### src/rtl/fp_norm_round.sv
// Two-stage normalize (S1) and round-to-24-bit (S2) pipeline feeding the single-precision pack stage.
// Define FP_ROUND_MODE_EN to add the rm_i rounding-mode input; otherwise only round-to-nearest-even is used.
module fp_norm_round #(
    parameter int EXP_W  = 8,
    parameter int FRAC_W = 23
) (
    input  logic              clk,
    input  logic              rst_n,
    input  logic              in_valid_i,
    output logic              in_ready_o,
    input  logic              sign_i,
    input  logic [EXP_W-1:0]  exp_i,
    input  logic [FRAC_W+4:0] sig_raw_i,
    input  logic              nan_i,
`ifdef FP_ROUND_MODE_EN
    input  logic [2:0]        rm_i,
`endif
    output logic              out_valid_o,
    input  logic              out_ready_i,
    output logic              sign_o,
    output logic [EXP_W-1:0]  exp_o,
    output logic [FRAC_W+3:0] sig_untrunc_o,
    output logic              carry_o,
    output logic              nan_o
);

    localparam int RAW_W = FRAC_W + 5;
    localparam int SIG_W = FRAC_W + 4;
    localparam int MAN_W = FRAC_W + 1;
    localparam int EW    = EXP_W + 1;
    localparam logic [EW-1:0] EXP_MAX = {1'b0, {EXP_W{1'b1}}};

    logic              s2_ready;

    logic              s1_valid;
    logic              s1_sign;
    logic [EXP_W-1:0]  s1_exp;
    logic [SIG_W-1:0]  s1_sig;
    logic              s1_carry;
    logic              s1_nan;
`ifdef FP_ROUND_MODE_EN
    logic [2:0]        s1_rm;
`endif

    logic [EW-1:0]     lzc;
    logic [EW-1:0]     exp_m1;
    logic [EW-1:0]     shamt;
    logic [SIG_W-1:0]  sig_shl;
    logic [SIG_W-1:0]  sig_n;
    logic [EW-1:0]     exp_n;
    logic              s1_ovf;
    logic [EXP_W-1:0]  exp_s1;

    logic [2:0]        grs;
    logic              lsb;
    logic              round_up;
    logic [MAN_W:0]    man_sum;
    logic [MAN_W-1:0]  man_r;
    logic [EW-1:0]     exp_r;
    logic              s2_ovf;
    logic [EXP_W-1:0]  exp_s2;

    assign s2_ready   = ~out_valid_o | out_ready_i;
    assign in_ready_o = ~s1_valid | s2_ready;

    // Leading-zero count of the 27-bit significand; the highest set bit wins.
    always_comb begin
        lzc = EW'(SIG_W);
        for (int i = 0; i < SIG_W; i++) begin
            if (sig_raw_i[i]) begin
                lzc = EW'(SIG_W - 1 - i);
            end
        end
    end

    always_comb begin
        exp_m1  = {1'b0, exp_i} - EW'(1);
        shamt   = (lzc < exp_m1) ? lzc : exp_m1;
        sig_shl = sig_raw_i[SIG_W-1:0] << shamt;
        sig_n   = sig_raw_i[SIG_W-1:0];
        exp_n   = {1'b0, exp_i};
        if (sig_raw_i[RAW_W-1]) begin
            sig_n = {sig_raw_i[RAW_W-1:2], sig_raw_i[1] | sig_raw_i[0]};
            exp_n = {1'b0, exp_i} + EW'(1);
        end else if (sig_raw_i == '0) begin
            sig_n = '0;
            exp_n = '0;
        end else if (exp_i != '0) begin
            // Left shift is capped so the exponent never drops below 1; an
            // unnormalized result after the cap is a denormal (exp field 0).
            sig_n = sig_shl;
            exp_n = {1'b0, exp_i} - shamt;
            if (!sig_shl[SIG_W-1]) begin
                exp_n = '0;
            end
        end
        s1_ovf = (exp_n >= EXP_MAX);
        exp_s1 = s1_ovf ? EXP_MAX[EXP_W-1:0] : exp_n[EXP_W-1:0];
    end

    always_ff @(posedge clk or negedge rst_n) begin
        if (!rst_n) begin
            s1_valid <= 1'b0;
            s1_sign  <= 1'b0;
            s1_exp   <= '0;
            s1_sig   <= '0;
            s1_carry <= 1'b0;
            s1_nan   <= 1'b0;
`ifdef FP_ROUND_MODE_EN
            s1_rm    <= 3'd0;
`endif
        end else if (in_ready_o) begin
            s1_valid <= in_valid_i;
            if (in_valid_i) begin
                s1_sign  <= sign_i;
                s1_exp   <= exp_s1;
                s1_sig   <= sig_n;
                s1_carry <= s1_ovf;
                s1_nan   <= nan_i;
`ifdef FP_ROUND_MODE_EN
                s1_rm    <= rm_i;
`endif
            end
        end
    end

    always_comb begin
        grs = s1_sig[2:0];
        lsb = s1_sig[3];
`ifdef FP_ROUND_MODE_EN
        case (s1_rm)
            3'd1:    round_up = 1'b0;
            3'd2:    round_up = s1_sign & (|grs);
            3'd3:    round_up = ~s1_sign & (|grs);
            3'd4:    round_up = grs[2];
            default: round_up = grs[2] & (lsb | grs[1] | grs[0]);
        endcase
`else
        round_up = grs[2] & (lsb | grs[1] | grs[0]);
`endif
        man_sum = {1'b0, s1_sig[SIG_W-1:3]} + {{MAN_W{1'b0}}, round_up};
        exp_r   = {1'b0, s1_exp};
        if (man_sum[MAN_W]) begin
            man_r = man_sum[MAN_W:1];
            exp_r = {1'b0, s1_exp} + EW'(1);
        end else begin
            man_r = man_sum[MAN_W-1:0];
            // A denormal that rounds up into the hidden bit becomes the smallest normal.
            if (s1_exp == '0 && man_sum[MAN_W-1] && !s1_sig[SIG_W-1]) begin
                exp_r = EW'(1);
            end
        end
        s2_ovf = (exp_r >= EXP_MAX);
        exp_s2 = s2_ovf ? EXP_MAX[EXP_W-1:0] : exp_r[EXP_W-1:0];
    end

    always_ff @(posedge clk or negedge rst_n) begin
        if (!rst_n) begin
            out_valid_o   <= 1'b0;
            sign_o        <= 1'b0;
            exp_o         <= '0;
            sig_untrunc_o <= '0;
            carry_o       <= 1'b0;
            nan_o         <= 1'b0;
        end else if (s2_ready) begin
            out_valid_o <= s1_valid;
            if (s1_valid) begin
                sign_o        <= s1_sign;
                exp_o         <= exp_s2;
                sig_untrunc_o <= {man_r, grs};
                carry_o       <= s1_carry | s2_ovf;
                nan_o         <= s1_nan;
            end
        end
    end

endmodule

### config.mk
export PLATFORM = sky130hd
export DESIGN_NAME = fp_norm_round
export DESIGN_NICKNAME = d
export VERILOG_FILES = /design/src/rtl/fp_norm_round.sv
export SDC_FILE = /design/constraint.sdc
export NUM_CORES = 1
export LEC_CHECK = 0
export CORE_ASPECT_RATIO = 1.5
export CORE_UTILIZATION = 52
export CTS_CLUSTER_DIAMETER = 40
export CTS_CLUSTER_SIZE = 16
export DETAILED_ROUTE_END_ITERATION = 6
export PLACE_DENSITY = 0.81
export SYNTH_ARGS = -nofsm -noshare
export SYNTH_HDL_FRONTEND = slang
export SYNTH_SLANG_ARGS = --single-unit
export TNS_END_PERCENT = 10
### constraint.sdc
create_clock -name clk -period 3.1 [get_ports clk]
set_clock_uncertainty 0.15 [all_clocks]
set_input_delay 0.31 -clock clk [delete_from_list [all_inputs] [get_ports clk]]
set_output_delay 0.31 -clock clk [all_outputs]
set_load 0.005 [all_outputs]
# Word-level counts from Yosys, hierarchy flattened
# Cells that the tools add are included.
[totals] ff_bits=78 latchBits=0 ram_bits=0 romBits=0 elab_cells=78 n_memories=0
[op_classes] add_sub_neg=5 multipliers=0 n_div=0 magnitude_cmp=3 eq_ne=0 shift=1 mux=40 bitwise=9 n_reduce_logical=8
[op_table] cell="9-bit 2-to-1 mux" count=30
[op_table] cell="27-bit 2-to-1 mux" count=3
[op_table] cell="28-bit zero test" count=1
[op_table] cell="27-bit by 9-bit left shift with 27-bit output" count=1
[op_table] cell="24-bit by 1-bit adder with 25-bit output" count=1
[op_table] cell="24-bit 2-to-1 mux" count=1
[op_table] cell="8-bit 2-to-1 mux" count=3
[op_table] cell="8-bit by 1-bit adder with 9-bit output (second input constant)" count=2
[op_table] cell="9-bit by 8-bit greater-or-equal comparator with 1-bit output (second input constant)" count=2
[op_table] cell="9-bit less-than comparator" count=1
[op_table] cell="8-bit by 1-bit subtractor with 9-bit output (second input constant)" count=1
[op_table] cell="8-bit by 9-bit subtractor with 9-bit output" count=1
[op_table] cell="8-bit zero test" count=1
[op_table] cell="8-bit nonzero test" count=1
[op_table] cell="1-bit OR" count=6
[op_table] cell="2-bit 2-to-1 mux" count=2
[op_table] cell="2-bit AND reduction" count=2
[op_table] cell="1-bit logical AND" count=2
[op_table] cell="1-bit NOT" count=2
[op_table] cell="1-bit bitwise AND" count=1
[op_table] cell="1-bit zero test" count=1
[op_table] cell="1-bit 2-to-1 mux" count=1

# Depth between registers and ports, before layout
[logic_depth] depth_word=36 depth_mapped=28 ltp_nobuf=25

# Worst setup path before layout
# Ideal clock, no wire load.
[synth_timing] path_type="input -> register" from="input port exp_i[0]" to="register s1_carry" t_arrival_ns=5.302 setup_slack_ns=-2.482 stages=27 path_buffers=3 cell_sequence="buf_2 -> inv_1 -> ha_1 -> or3b_4 -> xor2_1 -> ha_1 -> nand2_1 -> o211ai_1 -> or4_1 -> a211o_1 -> a221oi_2 -> or2_4 -> buf_6 -> clkbuf_1 -> inv_1 -> ha_1 -> nor2b_1 -> o21ai_0 -> nand2b_1 -> a21o_1 -> a21o_1 -> a21o_1 -> a21oi_1 -> xor2_1 -> inv_1 -> a21oi_1 -> o32ai_2"
[synth_between] elab_chain_cells=9 word_cells_on_any_way=12
[synth_rtl] element="start: declaration" line_no="12" source="input logic [EXP_W-1:0] exp_i,"
[synth_rtl] element="8-bit by 1-bit subtractor with 9-bit output" line_no="77" source="exp_m1 = {1'b0, exp_i} - EW'(1);"
[synth_rtl] element="9-bit less-than comparator" line_no="78" source="shamt = (lzc < exp_m1) ? lzc : exp_m1;"
[synth_rtl] element="9-bit 2-to-1 mux" line_no="78"
[synth_rtl] element="8-bit by 9-bit subtractor with 9-bit output or 27-bit by 9-bit left shift with 27-bit output (tied branches)" line_no="92, 79"
[synth_rtl] element="9-bit 2-to-1 mux" line_no="93" source="if (!sig_shl[SIG_W-1]) begin"
[synth_rtl] element="9-bit 2-to-1 mux" line_no="88" source="end else if (exp_i != '0) begin"
[synth_rtl] element="9-bit 2-to-1 mux" line_no="85" source="end else if (sig_raw_i == '0) begin"
[synth_rtl] element="9-bit 2-to-1 mux (*)" line_no="82" source="if (sig_raw_i[RAW_W-1]) begin"
[synth_rtl] element="9-bit by 8-bit greater-or-equal comparator with 1-bit output (*)" line_no="97" source="s1_ovf = (exp_n >= EXP_MAX);"
[synth_rtl] element="end signal: assignment" line_no="118" source="s1_carry <= s1_ovf;"
[synth_rtl] element="end: declaration" line_no="39" source="logic s1_carry;"
# Mark *: on every way between the ends. The rest lies on a longest branch, timed or not.
# A chain may end at the register's enable or synchronous reset.

# Final worst setup path
[layout_timing] from="input port sig_raw_i[3]" to="register s1_carry"
[layout_between] elab_chain_cells=32 word_cells_on_any_way=34
[layout_rtl] element="start: declaration" line_no="13" source="input logic [FRAC_W+4:0] sig_raw_i,"
[layout_rtl] element="9-bit 2-to-1 mux (24 in series)" line_no="70" source="if (sig_raw_i[i]) begin"
[layout_rtl] element="9-bit less-than comparator" line_no="78"
[layout_rtl] element="9-bit 2-to-1 mux" line_no="78"
[layout_rtl] element="8-bit by 9-bit subtractor with 9-bit output or 27-bit by 9-bit left shift with 27-bit output (tied branches)" line_no="92, 79"
[layout_rtl] element="9-bit 2-to-1 mux" line_no="93"
[layout_rtl] element="9-bit 2-to-1 mux" line_no="88"
[layout_rtl] element="9-bit 2-to-1 mux (*)" line_no="85"
[layout_rtl] element="9-bit 2-to-1 mux (*)" line_no="82"
[layout_rtl] element="9-bit by 8-bit greater-or-equal comparator with 1-bit output (*)" line_no="97"
# Marks and branches as above.

==> metrics.md <==
| Metric | Value |
|---|---|
| Failing checks | negative hold slack, negative setup slack |
| Syn_area_per_cell | approximately 8.1 um2 |
| Worst r2r dst | exp_o[1]$_DFFE_PN0P_ |
| Crit share post-route | 163% |
| Die Height | approximately 140 um |
| Number of flops mapped to enable cells by yosys | 0 |
| Port buffer count | between 80 and 90 |
| Row count | 50 |
| Worst skew pair latency | approximately 0.34 ns |
| Worst slew margin | a little under two fifths |
| # DRC | 0 |
| Routed vias/inst | 6.17 |
| Sequential share of the synthesized area | just under 30% |
| Gpl congestion | around 1 |
| Slew Viols, Final | 0 |
| Crit path largest cell delay | 0.55 ns |
| Post-DRT Antenna Nets | 0 |
| Crit path capture type | flip-flop |
| P&R area growth vs syn | 48.3% |
| Worst Hold Class | in2async |
| Number of DRC markers in iteration 0 | approximately 530 |
| Via count | 7374 |
| Core region area | between 10000 and 15000 um2 |
| Non-Filler Instances | ~1200 |
| P_leak | approximately 4.3 nW |
| R2R depth | 14 |
| Critical path class | in2reg |
| Post-synth top area share | 29.4% |
| Yosys warning count | 0 |
| Largest area contributor in the netlist | dfrtp_1 |
| Dpl cells | roughly 1200 |
| Maxcap violations | 0 |
| Place WS | -2.84 ns |
| Worst setup path startpoint | sig_raw_i[3] |
| Dominant cells by area after synthesis | dfrtp_1 (29%), mux2i_1 (8.6%), nand2_1 (5.7%) |
| Worst r2r src | s1_sig[3]$_DFFE_PN0P_ |
| Yosys reg bits | slightly below 80 |
| First-pass DRT Iterations | 7 |
| Deepest clock path buffer count | 2 |
| Crit path top cell by count | a21oi_2 |
| Final core utilization | 79.0% |
| Clk root buf | clkbuf_16 |
| Setup Viol. Count Final | 40 |
| Post-layout nets | between 1000 and 1500 |
| Min Hold Slack | -0.0422 ns |
| CP required | 3.16 ns |
| Post-DP HPWL | around 16 mm |
| Top FF cell, synth | dfrtp_1 |
| Initial Utilization | between 50% and 60% |
| Unrepaired setup endpoints after global routing | yes |
| Setup crit start kind | primary input |
| Power density over the cells | 429 nW/um2 |
| Largest net degree at the start of global routing | slightly below 80 |
| Setup slack after layout | -1.96 ns |
| WP data arrival | between 5 and 6 ns |
| Maximum fanout along the worst path | 3 |
| Vias in the first global route | around 7100 |
| First-pass GRT wire length | 35.0 mm |
| Post-synthesis cell area | 6640 um2 |
| Antenna cells | 0 |
| FFs w/ async S/R, synth | 100% |
| Tot GR Track Use | between 30 and 40% |
| # IOs | 82 |
| Total Power | 4.22 mW |
| Full die area | 13200 um2 |
| Die Wd | approximately 94 um |
| Routed wire length | roughly 23 mm |
| Htree depth | 3 |
| Initial antenna violation count | 0 |
| Reg clk slew, reported paths | around 0.06 ns |
| Max Clock Freq | approximately 200 MHz |
| Commonest non-fill, non-tap cell in the layout | buf_4 |
| Critical path capture point | s1_carry$_DFFE_PN0P_ |
| Worst vdd ir | 0.000299 V |
| Most frequent cells in the layout | buf_4 (160), nand2_1 (97), nor2_1 (80) |
| Num CTS Buffers | 9 |
| Fill cell count | around 840 |
| Final min period | 5.06 ns |
| Design Area, Final | roughly 9800 um2 |
| Syn Inst Count | ~820 |
| Reg-to-reg setup timing slack | -0.24 ns |
| Total grt overflow | 0 |
| Share of layout cells above drive strength 1 | ~33% |
| Status | finished with violations |
| Worst path slowest cell | or4_4 |
| Measured slew at the worst slew-check pin | about 0.94 ns |
| CTS sink cnt | slightly below 80 |
| CTS tree | done |
| Synth cell types | 83 |
| Setup TNS Final | -56.60 ns |
| Final hold violations | 55 |
| WL/cell | roughly 19 um |
| Placed inst area | between 8000 and 9000 um2 |
==> cell type report <==
class	instances	area (um2)	share of cell area [%]
Clock buffer	13	270	2.75
Multi-Input combinational cell	662	5020	51.0
Sequential cell	78	1950	19.8
Timing Repair Buffer	258	2220	22.6
Tap cell	156	195	1.98
Clock inverter	3	65.1	0.661
Inverter	26	110	1.12
==> flip-flops by register name, summed over array words and instances (netlist names), 8 cells and up <==
name and count:
s1_sig 27, sig_untrunc_o 27, exp_o 8, s1_exp 8
==> Yosys cell counts, types with 4 or more instances <==
master / instances
inv_1: 23
a22oi_1: 5
a21o_1: 9
nand2_1: 101
o21ai_0: 51
buf_2: 7
nand3b_1: 4
o22a_1: 5
nor2b_1: 5
o21a_1: 4
a211oi_1: 15
or4_1: 5
nand2b_1: 11
xnor2_1: 16
nor3_1: 11
xor2_1: 25
mux2i_1: 57
nor4_1: 8
o31ai_1: 10
nand3_1: 24
and3_1: 17
clkbuf_1: 37
and2_1: 7
o22ai_1: 7
nand4_1: 4
a31oi_1: 10
buf_6: 4
nor2_1: 89
ha_1: 18
a21oi_1: 51
a22o_1: 4
o211ai_1: 8
dfrtp_1: 78
a221oi_1: 12
mux2_2: 5
==> worst max-delay path, delay by kind of cell <==
family                     cells  cell delay, ns
AOI/OAI and AO/OA             15            3.00
adders and majority gates      2            0.39
xor gates and xnor gates       1            0.18
buffers and inverters          3            0.24
and+or+nand+nor                4            1.00
==> power breakdown <==
| group | internal (mW) | switching [mW] | leakage [nW] | total (mW) |
|---|---|---|---|---|
| Clock | 0.769 | 0.393 | 0.166 | 1.16 |
| Sequential | 1.23 | 0.178 | 0.900 | 1.40 |
| Combinational | 0.862 | 0.792 | 3.20 | 1.65 |
==> logic make-up (layout without fill, tap and decap cells) <==
family | after synthesis | after routing | share of synthesized area (%)
mux | 67 | 67 | 10.9
fa+ha+maj | 19 | 19 | 3.70
compound gates | 231 | 232 | 24.1
flops | 78 | 78 | 29.4
simple gates | 300 | 300 | 21.1
other cells | 1 | 3 | 0.0565
buf+inv | 79 | 300 | 5.34
xor+xnor | 41 | 41 | 5.41
==> repair_timing <==
action,in CTS,in global routing
buffers inserted,14,3
resized for setup,133,83
hold buffers,0,0
gates cloned,1,0
setup endpoints to repair,44,46
pin swaps,47,42
==> worst min-delay path by stage <==
stage | startpoint | end | slack, ns | cells after the start
5_1_grt | rst_n | s1_sig[1]$_DFFE_PN0P_ | 0.05 | 1
2_1_floorplan | rst_n | carry_o$_DFFE_PN0P_ | -0.14 | 0
3_3_place_gp | nan_o$_DFFE_PN0P_ | nan_o$_DFFE_PN0P_ | 0.31 | 2
4_1_cts | rst_n | sig_untrunc_o[2]$_DFFE_PN0P_ | 0.005 | 1
6_report | rst_n | s1_sig[0]$_DFFE_PN0P_ | -0.04 | 1
3_5_place_dp | sig_untrunc_o[2]$_DFFE_PN0P_ | sig_untrunc_o[2]$_DFFE_PN0P_ | 0.31 | 2
==> routing by layer <==
layer | share of wire (%) | track usage, %
met2 | 52 | 60.4
met5 | 0 | 0
met3 | 5.2 | 2.88
met4 | 5.7 | 18.6
met1 | 37 | 38.8
(Power assumes the default switching activity.)
